File: config.mk
export PLATFORM = sky130hd
export DESIGN_NAME = fb_mem_arbiter
export DESIGN_NICKNAME = d
export VERILOG_FILES = /design/src/rtl/fb_pkg.sv /design/src/rtl/fb_rd_valid_pipe.sv /design/src/rtl/fb_mem_arbiter.sv
export SDC_FILE = /design/constraint.sdc
export NUM_CORES = 1
export LEC_CHECK = 0
export ABC_AREA = 1
export CORE_ASPECT_RATIO = 0.9
export CORE_MARGIN = 4
export CORE_UTILIZATION = 35
export DETAILED_ROUTE_END_ITERATION = 7
export HOLD_SLACK_MARGIN = 0.12
export PLACE_DENSITY = 0.7
export SKIP_LAST_GASP = 1
export SLEW_MARGIN = 10
export SYNTH_ARGS = -nofsm -noshare
export SYNTH_HDL_FRONTEND = slang
export SYNTH_SLANG_ARGS = --single-unit
export TNS_END_PERCENT = 100
File: constraint.sdc
create_clock -name clk_low -period 2 [get_ports clk_low]
set_input_delay 0.6 -clock clk_low [delete_from_list [all_inputs] [get_ports clk_low]]
set_output_delay 0.6 -clock clk_low [all_outputs]
set_load 0.005 [all_outputs]
File: src/rtl/fb_pkg.sv
// fb_pkg: shared definitions for the frame-buffer subsystem.
// Holds the arbiter state encoding, the requester IDs and the frame and
// burst geometry defaults. The camera capture and HDMI fetch blocks use
// the same geometry constants so that all of them agree on the frame layout.
package fb_pkg;

    typedef enum logic [1:0] {
        IDLE,
        RD_BURST,
        WR_BURST
    } fb_state_t;

    typedef enum logic [1:0] {
        RID_RD,
        RID_WR0,
        RID_WR1
    } fb_rid_t;

    localparam int FB_ADDR_W      = 21;
    localparam int FB_DATA_W      = 8;
    localparam int FB_BURST_LEN   = 16;
    localparam int FB_RD_LAT      = 2;
    localparam int FB_FRAME_WORDS = 307200;

endpackage

File: src/rtl/fb_rd_valid_pipe.sv
// fb_rd_valid_pipe: read-return delay line for the frame-buffer arbiter.
// An accepted read beat enters as in_valid. out_valid rises DEPTH clock edges
// later. out_data is loaded from in_data on that same edge, so the memory must
// present the beat's data DEPTH-1 cycles after the beat was issued.
// Ports:
//   clk_low   pixel clock
//   reset_n   asynchronous active-low clear of flags and data
//   in_valid  read beat accepted this cycle
//   in_data   memory read data bus
//   out_valid registered read-data strobe
//   out_data  registered read data
module fb_rd_valid_pipe #(
    parameter int DEPTH  = 2,
    parameter int DATA_W = 8
) (
    input  logic              clk_low,
    input  logic              reset_n,
    input  logic              in_valid,
    input  logic [DATA_W-1:0] in_data,
    output logic              out_valid,
    output logic [DATA_W-1:0] out_data
);

    logic [DEPTH-1:0] flags;
    logic             capture;

    // Data is captured on the edge where a flag moves into the last stage.
    generate
        if (DEPTH == 1) begin : g_single
            assign capture = in_valid;
        end else begin : g_multi
            assign capture = flags[DEPTH-2];
        end
    endgenerate

    assign out_valid = flags[DEPTH-1];

    // Flag shift register plus output data register.
    always_ff @(posedge clk_low or negedge reset_n) begin
        if (!reset_n) begin
            flags    <= '0;
            out_data <= '0;
        end else begin
            flags <= (flags << 1) | DEPTH'(in_valid);
            if (capture) begin
                out_data <= in_data;
            end
        end
    end

endmodule

File: src/rtl/fb_mem_arbiter.sv
// fb_mem_arbiter: shares one single-port frame-buffer memory between the HDMI
// scan-out reader and two camera writers, in fixed-length bursts.
// Reads have priority, but after a read burst a waiting writer is always
// served next. Writers are served round-robin between themselves.
// Ports:
//   clk_low, reset_n              pixel clock, async active-low reset
//   rd_req/rd_addr/rd_gnt         HDMI burst request, start address, grant pulse
//   rd_data/rd_valid              returned read data and strobe
//   wrN_req/wrN_addr/wrN_data     camera burst request, start address, beat data
//   wrN_gnt/wrN_beat              grant pulse, beat consumed this cycle
//   mem_en/mem_we/mem_addr        memory beat strobe, direction, address
//   mem_wdata/mem_rdata/mem_ready memory data in/out, beat acceptance
//   busy                          burst in progress
module fb_mem_arbiter
    import fb_pkg::*;
#(
    parameter int ADDR_W      = FB_ADDR_W,
    parameter int DATA_W      = FB_DATA_W,
    parameter int BURST_LEN   = FB_BURST_LEN,
    parameter int RD_LAT      = FB_RD_LAT,
    parameter int FRAME_WORDS = FB_FRAME_WORDS
) (
    input  logic              clk_low,
    input  logic              reset_n,
    input  logic              rd_req,
    input  logic [ADDR_W-1:0] rd_addr,
    output logic              rd_gnt,
    output logic [DATA_W-1:0] rd_data,
    output logic              rd_valid,
    input  logic              wr0_req,
    input  logic              wr1_req,
    input  logic [ADDR_W-1:0] wr0_addr,
    input  logic [ADDR_W-1:0] wr1_addr,
    input  logic [DATA_W-1:0] wr0_data,
    input  logic [DATA_W-1:0] wr1_data,
    output logic              wr0_gnt,
    output logic              wr1_gnt,
    output logic              wr0_beat,
    output logic              wr1_beat,
    output logic              mem_en,
    output logic              mem_we,
    output logic [ADDR_W-1:0] mem_addr,
    output logic [DATA_W-1:0] mem_wdata,
    input  logic [DATA_W-1:0] mem_rdata,
    input  logic              mem_ready,
    output logic              busy
);

    localparam int                CNT_W     = $clog2(BURST_LEN);
    localparam logic [ADDR_W-1:0] LAST_ADDR = ADDR_W'(FRAME_WORDS - 1);
    localparam logic [CNT_W-1:0]  LAST_BEAT = CNT_W'(BURST_LEN - 1);

    fb_state_t         state;
    fb_rid_t           sel;
    logic [ADDR_W-1:0] addr;
    logic [CNT_W-1:0]  beat_cnt;
    logic              last_was_read;
    logic              rr_wr1;
    logic              any_wr;
    logic              pick_rd;
    logic              pick_wr1;
    logic              accept;

    // A read yields to a waiting writer only directly after a read burst.
    // rr_wr1 names the writer preferred when both ask (0 = wr0, 1 = wr1).
    assign any_wr   = wr0_req | wr1_req;
    assign pick_rd  = rd_req && !(last_was_read && any_wr);
    assign pick_wr1 = wr1_req && (!wr0_req || rr_wr1);

    // Beats follow mem_ready directly so a stall costs no extra cycle.
    assign accept    = (state != IDLE) && mem_ready;
    assign mem_en    = accept;
    assign mem_we    = (state == WR_BURST);
    assign mem_addr  = addr;
    assign busy      = (state != IDLE);
    assign wr0_beat  = accept && (state == WR_BURST) && (sel == RID_WR0);
    assign wr1_beat  = accept && (state == WR_BURST) && (sel == RID_WR1);
    assign mem_wdata = (sel == RID_WR1) ? wr1_data : wr0_data;

    // Arbitration and burst sequencing. Grants are registered pulses that
    // coincide with the first burst cycle, so beat 0 can issue alongside them.
    always_ff @(posedge clk_low or negedge reset_n) begin
        if (!reset_n) begin
            state         <= IDLE;
            sel           <= RID_RD;
            addr          <= '0;
            beat_cnt      <= '0;
            last_was_read <= 1'b0;
            rr_wr1        <= 1'b0;
            rd_gnt        <= 1'b0;
            wr0_gnt       <= 1'b0;
            wr1_gnt       <= 1'b0;
        end else begin
            rd_gnt  <= 1'b0;
            wr0_gnt <= 1'b0;
            wr1_gnt <= 1'b0;
            case (state)
                IDLE: begin
                    beat_cnt <= '0;
                    if (pick_rd) begin
                        state  <= RD_BURST;
                        sel    <= RID_RD;
                        addr   <= rd_addr;
                        rd_gnt <= 1'b1;
                    end else if (any_wr) begin
                        state <= WR_BURST;
                        if (pick_wr1) begin
                            sel     <= RID_WR1;
                            addr    <= wr1_addr;
                            wr1_gnt <= 1'b1;
                        end else begin
                            sel     <= RID_WR0;
                            addr    <= wr0_addr;
                            wr0_gnt <= 1'b1;
                        end
                    end
                end
                RD_BURST, WR_BURST: begin
                    if (mem_ready) begin
                        addr     <= (addr == LAST_ADDR) ? '0 : addr + ADDR_W'(1);
                        beat_cnt <= beat_cnt + CNT_W'(1);
                        if (beat_cnt == LAST_BEAT) begin
                            state         <= IDLE;
                            last_was_read <= (state == RD_BURST);
                            if (state == WR_BURST) begin
                                rr_wr1 <= (sel == RID_WR0);
                            end
                        end
                    end
                end
                default: state <= IDLE;
            endcase
        end
    end

    // Read return path keeps draining independently of the burst state.
    fb_rd_valid_pipe #(
        .DEPTH  (RD_LAT),
        .DATA_W (DATA_W)
    ) u_rd_pipe (
        .clk_low   (clk_low),
        .reset_n   (reset_n),
        .in_valid  (accept && (state == RD_BURST)),
        .in_data   (mem_rdata),
        .out_valid (rd_valid),
        .out_data  (rd_data)
    );

`ifndef SYNTHESIS
    // Start addresses beyond the frame are meaningless; catch them in simulation.
    always @(posedge clk_low) begin
        if (reset_n && state == IDLE) begin
            if (pick_rd) begin
                assert (rd_addr <= LAST_ADDR);
            end else if (any_wr && pick_wr1) begin
                assert (wr1_addr <= LAST_ADDR);
            end else if (any_wr) begin
                assert (wr0_addr <= LAST_ADDR);
            end
        end
    end
`endif

endmodule

==> results.sh, run 1 <==
export IMPL_path_class="primary input to primary output"
export IMPL_r2r_start="mem_addr[1]"
export IMPL_grt_max_degree=25
export IMPL_setup_violations=0
export IMPL_ant_nets=0
export IMPL_final_cell_mix="161 x nand2_1, 108 x clkdlybuf4s50_1, 60 x nor2_1"
export IMPL_hpwl_microns=8650
export IMPL_synth_area_leader_cell="dfrtp_1"
export IMPL_yosysWarnings=0
export IMPL_clk_path_buf_depth=2
export IMPL_cts_htree_levels=2
export IMPL_ys_ff_latch=44
export IMPL_hold_viol_final=0
export IMPL_multi_input_area_sq_mm=0.00196
export IMPL_fmax_mhz=503
export IMPL_grt_pass1_vias=3746
export IMPL_synth_main_ff_cell="dfrtp_1"
export IMPL_end_kind="primary output"
export IMPL_crit_chain="clkdlybuf4s50_1 > mux2_4 > buf_6"
export IMPL_avgSynthCellArea_sq_um=6.60
export IMPL_n_fill_cell=858
export IMPL_tightest_slew_ps=528
export IMPL_drive_above_1_share=0.150
export IMPL_synth_distinct_cells=30
export IMPL_fin_area_sq_mm=0.00523
export IMPL_dieArea_sq_mm=0.0109
export IMPL_yosysSeqAreaShare=0.340
export IMPL_initial_utilization=0.357
export IMPL_worst_path_max_delay_cell="clkdlybuf4s50_1"
export IMPL_gr_total_overflow=0
export IMPL_start_kind="primary input"
export IMPL_timing_reg2reg_setup_slack_ps=200
export IMPL_synth_async_reset_ratio=1.00
export IMPL_finalMaxSlewViolations=0
export IMPL_final_nets=755
export IMPL_drc=0
export IMPL_seqCellArea_sq_mm=0.00111
export IMPL_grt_pass1_wl_microns=18000
export IMPL_cts_tree="done"
export IMPL_p_leak_uw=0.00255
export IMPL_die_x_microns=109
export IMPL_drt_wirelength_per_cell_microns=14.2
export IMPL_cap_violations=0
export IMPL_syn_inst=491
export IMPL_power_uw=6570
export IMPL_rsz0062_at_grt="true"
export IMPL_final_common_cell="nand2_1"
export IMPL_firstDrtPassIters=4
export IMPL_root_buffer="clkbuf_8"
export IMPL_vias=3819
export IMPL_viasPerCell=4.89
export IMPL_antenna_found_initial=0
export IMPL_synth_top_area_share=0.340
export IMPL_hold_path_class="primary input to async pin"
export IMPL_clk_pin_slew_ps=100
export IMPL_ios=139
export IMPL_row_count=33
export IMPL_worstPathRequired_ps=1400
export IMPL_area_growth_pct=61.5
export IMPL_cpPeakStageDelay_ps=400
export IMPL_grt_util_all_layers=0.205
export IMPL_drt_initial_drc_count=190
export IMPL_synth_edf_count=0
export IMPL_outcome="finished clean"
export IMPL_io_buffers=138
export IMPL_synth_nets=589
export IMPL_worstPathMaxFanout=1
export IMPL_fin_crit_ps=1990
export IMPL_r2r_worst_path_cells=10
export IMPL_insertion_delay_ps=310
export IMPL_power_density_mw_per_mm2=1260
export IMPL_rr_endpoint="mem_addr[3]"
export IMPL_fin_skew_ps=12.1
export IMPL_period_share=0.995
export IMPL_coreArea_sq_mm=0.00908
export IMPL_synthTopCellsByArea="dfrtp_1 34%, nand2_1 19%, nand3_1 7.4%"
export IMPL_final_cells=781
export IMPL_die_h_microns=99.3
export IMPL_ir_worst_vdd_mv=0.735
export IMPL_numCtsBuffers=5
export IMPL_arrival_ps=1390
export IMPL_syn_area_sq_mm=0.00324
export IMPL_wl_microns=11100
export IMPL_gp_congestion=0.902
export IMPL_slew_headroom=0.648
export IMPL_placed_cells=769
export IMPL_cts_sinks=44
export IMPL_cts_hold_buf=0
export IMPL_placed_area_sq_mm=0.00499
[metal layers]
metal	vias up	part of all wire	global-route usage
met5	-	0	0
met4	0	0.017	0.0642
met3	15	0.079	0.0376
met2	148	0.45	0.309
met1	1735	0.45	0.296
li1	1921	-	-
[per-stage QoR]
step                setup WS (ps)  TNS (ps)   util  hold WS, ps
finish                       10.0         0  0.576          256
global route                -42.7      -169  0.576          281
CTS                         -24.3     -34.0  0.562          260
detailed placement           -553     -7740  0.550          475
global placement             -535     -7310  0.550          468
floorplan                     331         0      -          304
[flip-flops by register name, indices dropped and copies added, names as in the netlist, 2 cells and up]
register / count
beat_cnt: 4
mem_addr: 21
sel: 2
state: 2
u_rd_pipe.flags: 2
u_rd_pipe.out_data: 8
[power breakdown]
group	leakage, uW	internal, uW	switching [uW]
combinational	0.00195	2050	2080
clock	0.0000548	377	344
sequential	0.000539	1290	426
total	0.00255	3720	2850
[worst max-delay path, delay by kind of cell]
family	cells	cell delay, ps
multiplexers	1	270
buffers and inverters	2	520
[cell usage after synthesis (2+ instances only)]
cell type,number
xor2_1,3
o21bai_1,2
buf_6,2
clkbuf_1,6
a31oi_1,2
nor2_2,4
xnor2_1,3
ha_1,5
nand4_1,13
a21oi_1,32
nand2_1,162
inv_1,40
o21ai_1,5
o21ai_0,19
buf_2,10
or2_2,2
nor2_1,61
mux2_2,16
nand3b_1,3
dfrtp_1,44
nand3_1,48
[cell type report]
class | instances | share of cell area
tap | 122 | 0.0292
clock buffer | 5 | 0.0132
timing repair buffer | 177 | 0.332
clock inverter | 3 | 0.00885
sequential | 44 | 0.211
antenna | 1 | 0.000478
multi-input combinational | 387 | 0.375
inverter | 42 | 0.0306
[how the worst max path moves through the flow]
stage / startpoint / endpoint / cells past startpoint
floorplan: state[1] / mem_addr[13] / 11
global placement: mem_ready / wr0_beat / 6
detailed placement: mem_ready / wr1_beat / 6
CTS: state[0] / busy / 5
global route: state[0] / busy / 5
finish: wr1_data[2] / mem_wdata[2] / 3
[logic make-up (layout without fill, tap and decap cells)]
family,after synthesis,after routing,share of synthesized area
AO/OA/AOI/OAI,62,62,0.103
XOR/XNOR,6,6,0.0162
adder cells (fa/ha/maj),5,5,0.0193
buffers and inverters,61,227,0.0811
flip-flops,44,44,0.340
multiplexers,16,16,0.0556
other,0,1,0
AND/OR/NAND/NOR,297,298,0.385
[what timing repair did]
| action | 4_1_cts | 5_1_grt |
|---|---|---|
| pin swaps | 3 | 2 |
| cloned | 0 | 1 |
| setup endpoints to repair | 14 | 19 |
| gates resized for setup | 63 | 35 |
| buffers inserted | 1 | 1 |
Note: power is estimated with default switching activity, not from simulation.
==> run 2, diff against run 1 <==
==> constraint.sdc (replaced) <==
create_clock -name clk_low -period 2 [get_ports clk_low]
set_input_delay 0.4 -clock clk_low [delete_from_list [all_inputs] [get_ports clk_low]]
set_output_delay 0.4 -clock clk_low [all_outputs]
set_load 0.005 [all_outputs]
==> run 2 against run 1 <==
Net effect: worst hold slack improved by 250 ps; non-clock buffer count fell by 8; clock power fell by 0.7%; cell area fell by 2.9%; cell count fell by 1.2%; sequential power rose by 3%; critical endpoint is now mem_wdata[1].
==> results.sh, run 2 (synthesized netlist as in run 1, its figures left out) <==
export IMPL_viasPerCell=4.95
export IMPL_gp_congestion=0.913
export IMPL_clk_path_buf_depth=2
export IMPL_gr_total_overflow=0
export IMPL_fin_crit_ps=1960
export IMPL_setup_violations=0
export IMPL_cap_violations=0
export IMPL_hold_path_class="register to register"
export IMPL_final_cells=772
export IMPL_die_h_microns=99.3
export IMPL_ios=139
export IMPL_area_growth_pct=56.9
export IMPL_ant_nets=0
export IMPL_outcome="finished clean"
export IMPL_firstDrtPassIters=5
export IMPL_ir_worst_vdd_mv=0.690
export IMPL_worstPathMaxFanout=5
export IMPL_antennaDiodeCount=0
export IMPL_cts_sinks=44
export IMPL_dieArea_sq_mm=0.0109
export IMPL_largest_reg_flops=21
export IMPL_grt_util_all_layers=0.201
export IMPL_slew_headroom=0.632
export IMPL_hold_viol_final=0
export IMPL_initial_utilization=0.357
export IMPL_vias=3824
export IMPL_fin_util=0.559
export IMPL_fin_skew_ps=2.50
export IMPL_start_kind="register"
export IMPL_grt_pass1_vias=3694
export IMPL_final_nets=747
export IMPL_wl_microns=10800
export IMPL_p_leak_uw=0.00235
export IMPL_period_share=0.979
export IMPL_die_x_microns=109
export IMPL_placed_area_sq_mm=0.00487
export IMPL_finalMaxSlewViolations=0
export IMPL_arrival_ps=1560
export IMPL_final_cell_mix="161 x nand2_1, 125 x clkdlybuf4s50_1, 60 x nor2_1"
export IMPL_numCtsBuffers=5
export IMPL_cts_tree="done"
export IMPL_root_buffer="clkbuf_8"
export IMPL_drive_above_1_share=0.114
export IMPL_worstPathRequired_ps=1600
export IMPL_end_kind="primary output"
export IMPL_power_density_mw_per_mm2=1240
export IMPL_path_class="register to primary output"
export IMPL_drt_wirelength_per_cell_microns=14.1
export IMPL_io_buffers=138
export IMPL_placed_cells=753
export IMPL_grt_pass1_wl_microns=17900
export IMPL_row_count=33
export IMPL_setup_tns_ps=0
export IMPL_tightest_slew_ps=551
export IMPL_cts_htree_levels=2
export IMPL_grt_max_degree=25
export IMPL_fmax_mhz=510
export IMPL_antenna_found_initial=0
export IMPL_coreArea_sq_mm=0.00908
export IMPL_hpwl_microns=8520
export IMPL_fin_area_sq_mm=0.00508
export IMPL_drc=0
export IMPL_clk_pin_slew_ps=90
export IMPL_drt_initial_drc_count=248
export IMPL_rsz0062_at_grt="true"
export IMPL_insertion_delay_ps=300
export IMPL_final_common_cell="nand2_1"
==> run 2: changes by cell type in the layout (fill, tap and decap cells not counted), sizes merged, moves of 2 or more <==
cell           delta
buf              -19
clkdlybuf4s15     +2
clkdlybuf4s50    +17
dlygate4sd2       +2
dlymetal6s2s     -10
==> run 2: area by class of cell <==
type | instances | area [sq um]
clock inverters | 3 | 46.3
clock buffers | 5 | 68.8
repair buffers | 169 | 1650
fillers | 864 | 4000
flip-flops and latches | 44 | 1100
multi-input cells | 387 | 1900
well taps | 122 | 153
inverters | 42 | 160
==> run 2: critical path, cell delays in order (launching register included) <==
cell and delay (ps):
dfrtp_2 450, nand2_4 110, buf_4 110, mux2_2 320, dlygate4sd2_1 270
==> run 2: per-stage QoR <==
stage	worst slack, ps	power, uW	hold WS (ps)
6_report	41.0	6320	510
3_5_place_dp	-194	5480	412
5_1_grt	-0.729	6900	524
2_1_floorplan	331	3700	104
4_1_cts	-92.0	6260	517
3_3_place_gp	-126	5390	397
==> run 2: worst paths after layout <==
| path | from | endpoint | slack (ps) | cells past startpoint |
|---|---|---|---|---|
| worst min register to register | u_rd_pipe.out_data[3] | u_rd_pipe.out_data[3] | 510 | 1 |
| min in group asynchronous | reset_n | rr_wr1 | 610 | 2 |
| worst min-delay path | u_rd_pipe.out_data[3] | u_rd_pipe.out_data[3] | 510 | 1 |
| max in group asynchronous | reset_n | mem_addr[16] | 870 | 3 |
| worst max-delay path | sel[1] | mem_wdata[1] | 40 | 4 |
| worst max register to register | mem_addr[1] | mem_addr[12] | 160 | 12 |
==> run 2: repair_timing <==
action | in CTS | in global routing
hold buffers | 1 | 0
gates resized for setup | 15 | 8
setup endpoints to repair | 12 | 8
setup buffers | 6 | 3
cloned | 1 | 0
pin swaps | 2 | 3
endpoints found under the hold margin | 20 | 0
==> run 2: report_power, final <==
group	switching [uW]	total, uW	internal, uW	leakage (uW)
clock network	339	716	377	0.0000548
logic	1940	3830	1890	0.00175
registers	485	1770	1290	0.000542
==> run 2: metal layers <==
layer  up-vias  global-route usage  wire, microns
li1       1910                   -              -
met1      1745               0.288           5100
met2       157               0.319           4770
met3        12              0.0337            836
met4         0              0.0441            138
met5         -                   0              0
==> run 3, diff against run 2 <==
CORE_UTILIZATION = 40   (was 35)
PLACE_DENSITY = 0.78   (was 0.7)
SKIP_CTS_REPAIR_TIMING = 1   (was not set)
SYNTH_HIERARCHICAL = 1   (was not set)
==> run 3 against run 2 <==
Net effect: largest power group unchanged; maximum frequency grew 1.0%; first-iteration DRC count grew 27%; combinational power grew 2%; sequential cell count is the same; clock skew grew 3.3 ps; critical path depth shrank 1; worst hold slack lost 340 ps; sequential share of layout area shrank 0.12 points; non-clock buffer count grew 1; power grew 0.83%.
==> results.sh, run 3 <==
export IMPL_drt_wirelength_per_cell_microns=14.5
export IMPL_synth_top_area_share=0.338
export IMPL_multi_input_area_sq_mm=0.00189
export IMPL_synthTopCellsByArea="dfrtp_1 34%, nand2_1 22%, nand3_1 8.1%"
export IMPL_synth_main_ff_cell="dfrtp_1"
export IMPL_seqCellArea_sq_mm=0.00110
export IMPL_ys_ff_latch=44
export IMPL_viasPerCell=5.06
export IMPL_clk_pin_slew_ps=90
export IMPL_grt_pass1_vias=3641
export IMPL_arrival_ps=1540
export IMPL_n_fill_cell=673
export IMPL_insertion_delay_ps=300
export IMPL_synth_async_reset_ratio=1.00
export IMPL_worstPathRequired_ps=1600
export IMPL_grt_pass1_wl_microns=17800
export IMPL_setup_violations=0
export IMPL_drc=0
export IMPL_ios=139
export IMPL_syn_area_sq_mm=0.00326
export IMPL_placed_area_sq_mm=0.00493
export IMPL_yosysSeqAreaShare=0.338
export IMPL_start_kind="register"
export IMPL_avgSynthCellArea_sq_um=6.37
export IMPL_drt_initial_drc_count=316
export IMPL_antenna_found_initial=0
export IMPL_die_h_microns=93.7
export IMPL_yosysWarnings=6
export IMPL_power_density_mw_per_mm2=1250
export IMPL_hold_viol_final=0
export IMPL_setup_tns_ps=0
export IMPL_antennaDiodeCount=0
export IMPL_fin_crit_ps=1940
export IMPL_cts_tree="done"
export IMPL_die_x_microns=103
export IMPL_final_nets=769
export IMPL_coreArea_sq_mm=0.00773
export IMPL_synth_nets=610
export IMPL_largest_reg_flops=21
export IMPL_drive_above_1_share=0.103
export IMPL_root_buffer="clkbuf_8"
export IMPL_synth_edf_count=0
export IMPL_hpwl_microns=8820
export IMPL_path_class="register to primary output"
export IMPL_fin_area_sq_mm=0.00511
export IMPL_cts_sinks=44
export IMPL_syn_inst=512
export IMPL_fmax_mhz=516
export IMPL_ir_worst_vdd_mv=0.604
export IMPL_synth_distinct_cells=31
export IMPL_outcome="finished clean"
export IMPL_grt_util_all_layers=0.231
export IMPL_cap_violations=0
export IMPL_place_ws_ps=-133
export IMPL_finalMaxSlewViolations=0
export IMPL_area_growth_pct=56.7
export IMPL_clk_path_buf_depth=2
export IMPL_slew_headroom=0.632
export IMPL_final_cell_mix="188 x nand2_1, 125 x clkdlybuf4s50_1, 57 x nor2_1"
export IMPL_ys_top_cells_by_count="189 x nand2_1, 57 x nor2_1, 53 x nand3_1"
export IMPL_grt_max_degree=45
export IMPL_hold_path_class="primary input to async pin"
export IMPL_worstPathMaxFanout=4
export IMPL_fin_skew_ps=5.78
export IMPL_final_common_cell="nand2_1"
export IMPL_ant_nets=0
export IMPL_period_share=0.969
export IMPL_synth_area_leader_cell="dfrtp_1"
export IMPL_wl_microns=11100
export IMPL_numCtsBuffers=5
export IMPL_io_buffers=138
export IMPL_tightest_slew_ps=551
export IMPL_row_count=30
export IMPL_firstDrtPassIters=5
export IMPL_gr_total_overflow=0
export IMPL_p_leak_uw=0.00255
export IMPL_vias=3887
export IMPL_fin_ws_ps=61.1
export IMPL_initial_utilization=0.422
export IMPL_dieArea_sq_mm=0.00966
export IMPL_end_kind="primary output"
export IMPL_fin_util=0.661
export IMPL_rsz0062_at_grt="true"
export IMPL_whs_ps=166
export IMPL_yosysMostFrequentCell="nand2_1"
export IMPL_cts_htree_levels=2
export IMPL_gp_congestion=0.948
[run 3: final timing paths]
check	startpoint	endpoint	slack [ps]	cells past startpoint
worst min-delay path	reset_n	mem_addr[18]	170	2
worst min register to register	u_rd_pipe/out_data[7]	u_rd_pipe/out_data[7]	480	2
worst max-delay path	state[0]	mem_we	60	3
worst max register to register	state[0]	mem_addr[8]	110	11
min in group clk_low	u_rd_pipe/out_data[7]	u_rd_pipe/out_data[7]	480	2
max in group asynchronous	reset_n	sel[1]	1440	2
[run 3: area by class of cell]
class                      instances  share of cell area
inverter                          49              0.0360
timing repair buffer             170               0.332
multi-input combinational        401               0.370
clock inverter                     3             0.00906
tap                               96              0.0235
clock buffer                       5              0.0135
sequential                        44               0.216
[run 3: cell families (layout without fill, tap and decap cells)]
group | after synthesis | in the layout | share of synthesized area
buffers and inverters | 68 | 227 | 0.0909
AO/OA/AOI/OAI | 60 | 60 | 0.101
adder cells (fa/ha/maj) | 5 | 5 | 0.0192
XOR/XNOR | 4 | 4 | 0.0107
AND/OR/NAND/NOR | 323 | 324 | 0.413
multiplexers | 8 | 8 | 0.0276
flip-flops | 44 | 44 | 0.338
[run 3: stage by stage]
stage	total power [uW]	cells
floorplan	3680	512
global placement	5450	758
detailed placement	5560	758
CTS	6280	766
global route	6920	768
finish	6370	768
[run 3: per-layer routing]
metal | global-route usage | vias up | routed length [microns]
met5 | 0 | - | 0
li1 | - | 1953 | -
met2 | 0.349 | 167 | 4930
met4 | 0.0572 | 0 | 191
met1 | 0.334 | 1752 | 5050
met3 | 0.0497 | 15 | 975
[run 3: worst max-delay path, cell delays in order, from the launching register on]
cell	delay (ps)
dfrtp_1	400
inv_1	110
ha_2	220
clkdlybuf4s50_1	510
[run 3: where the power goes]
group          switching (uW)  total, uW  internal [uW]
registers                 459       1740           1280
clock network             342        718            377
logic                    2040       3910           1870
total                    2840       6370           3530
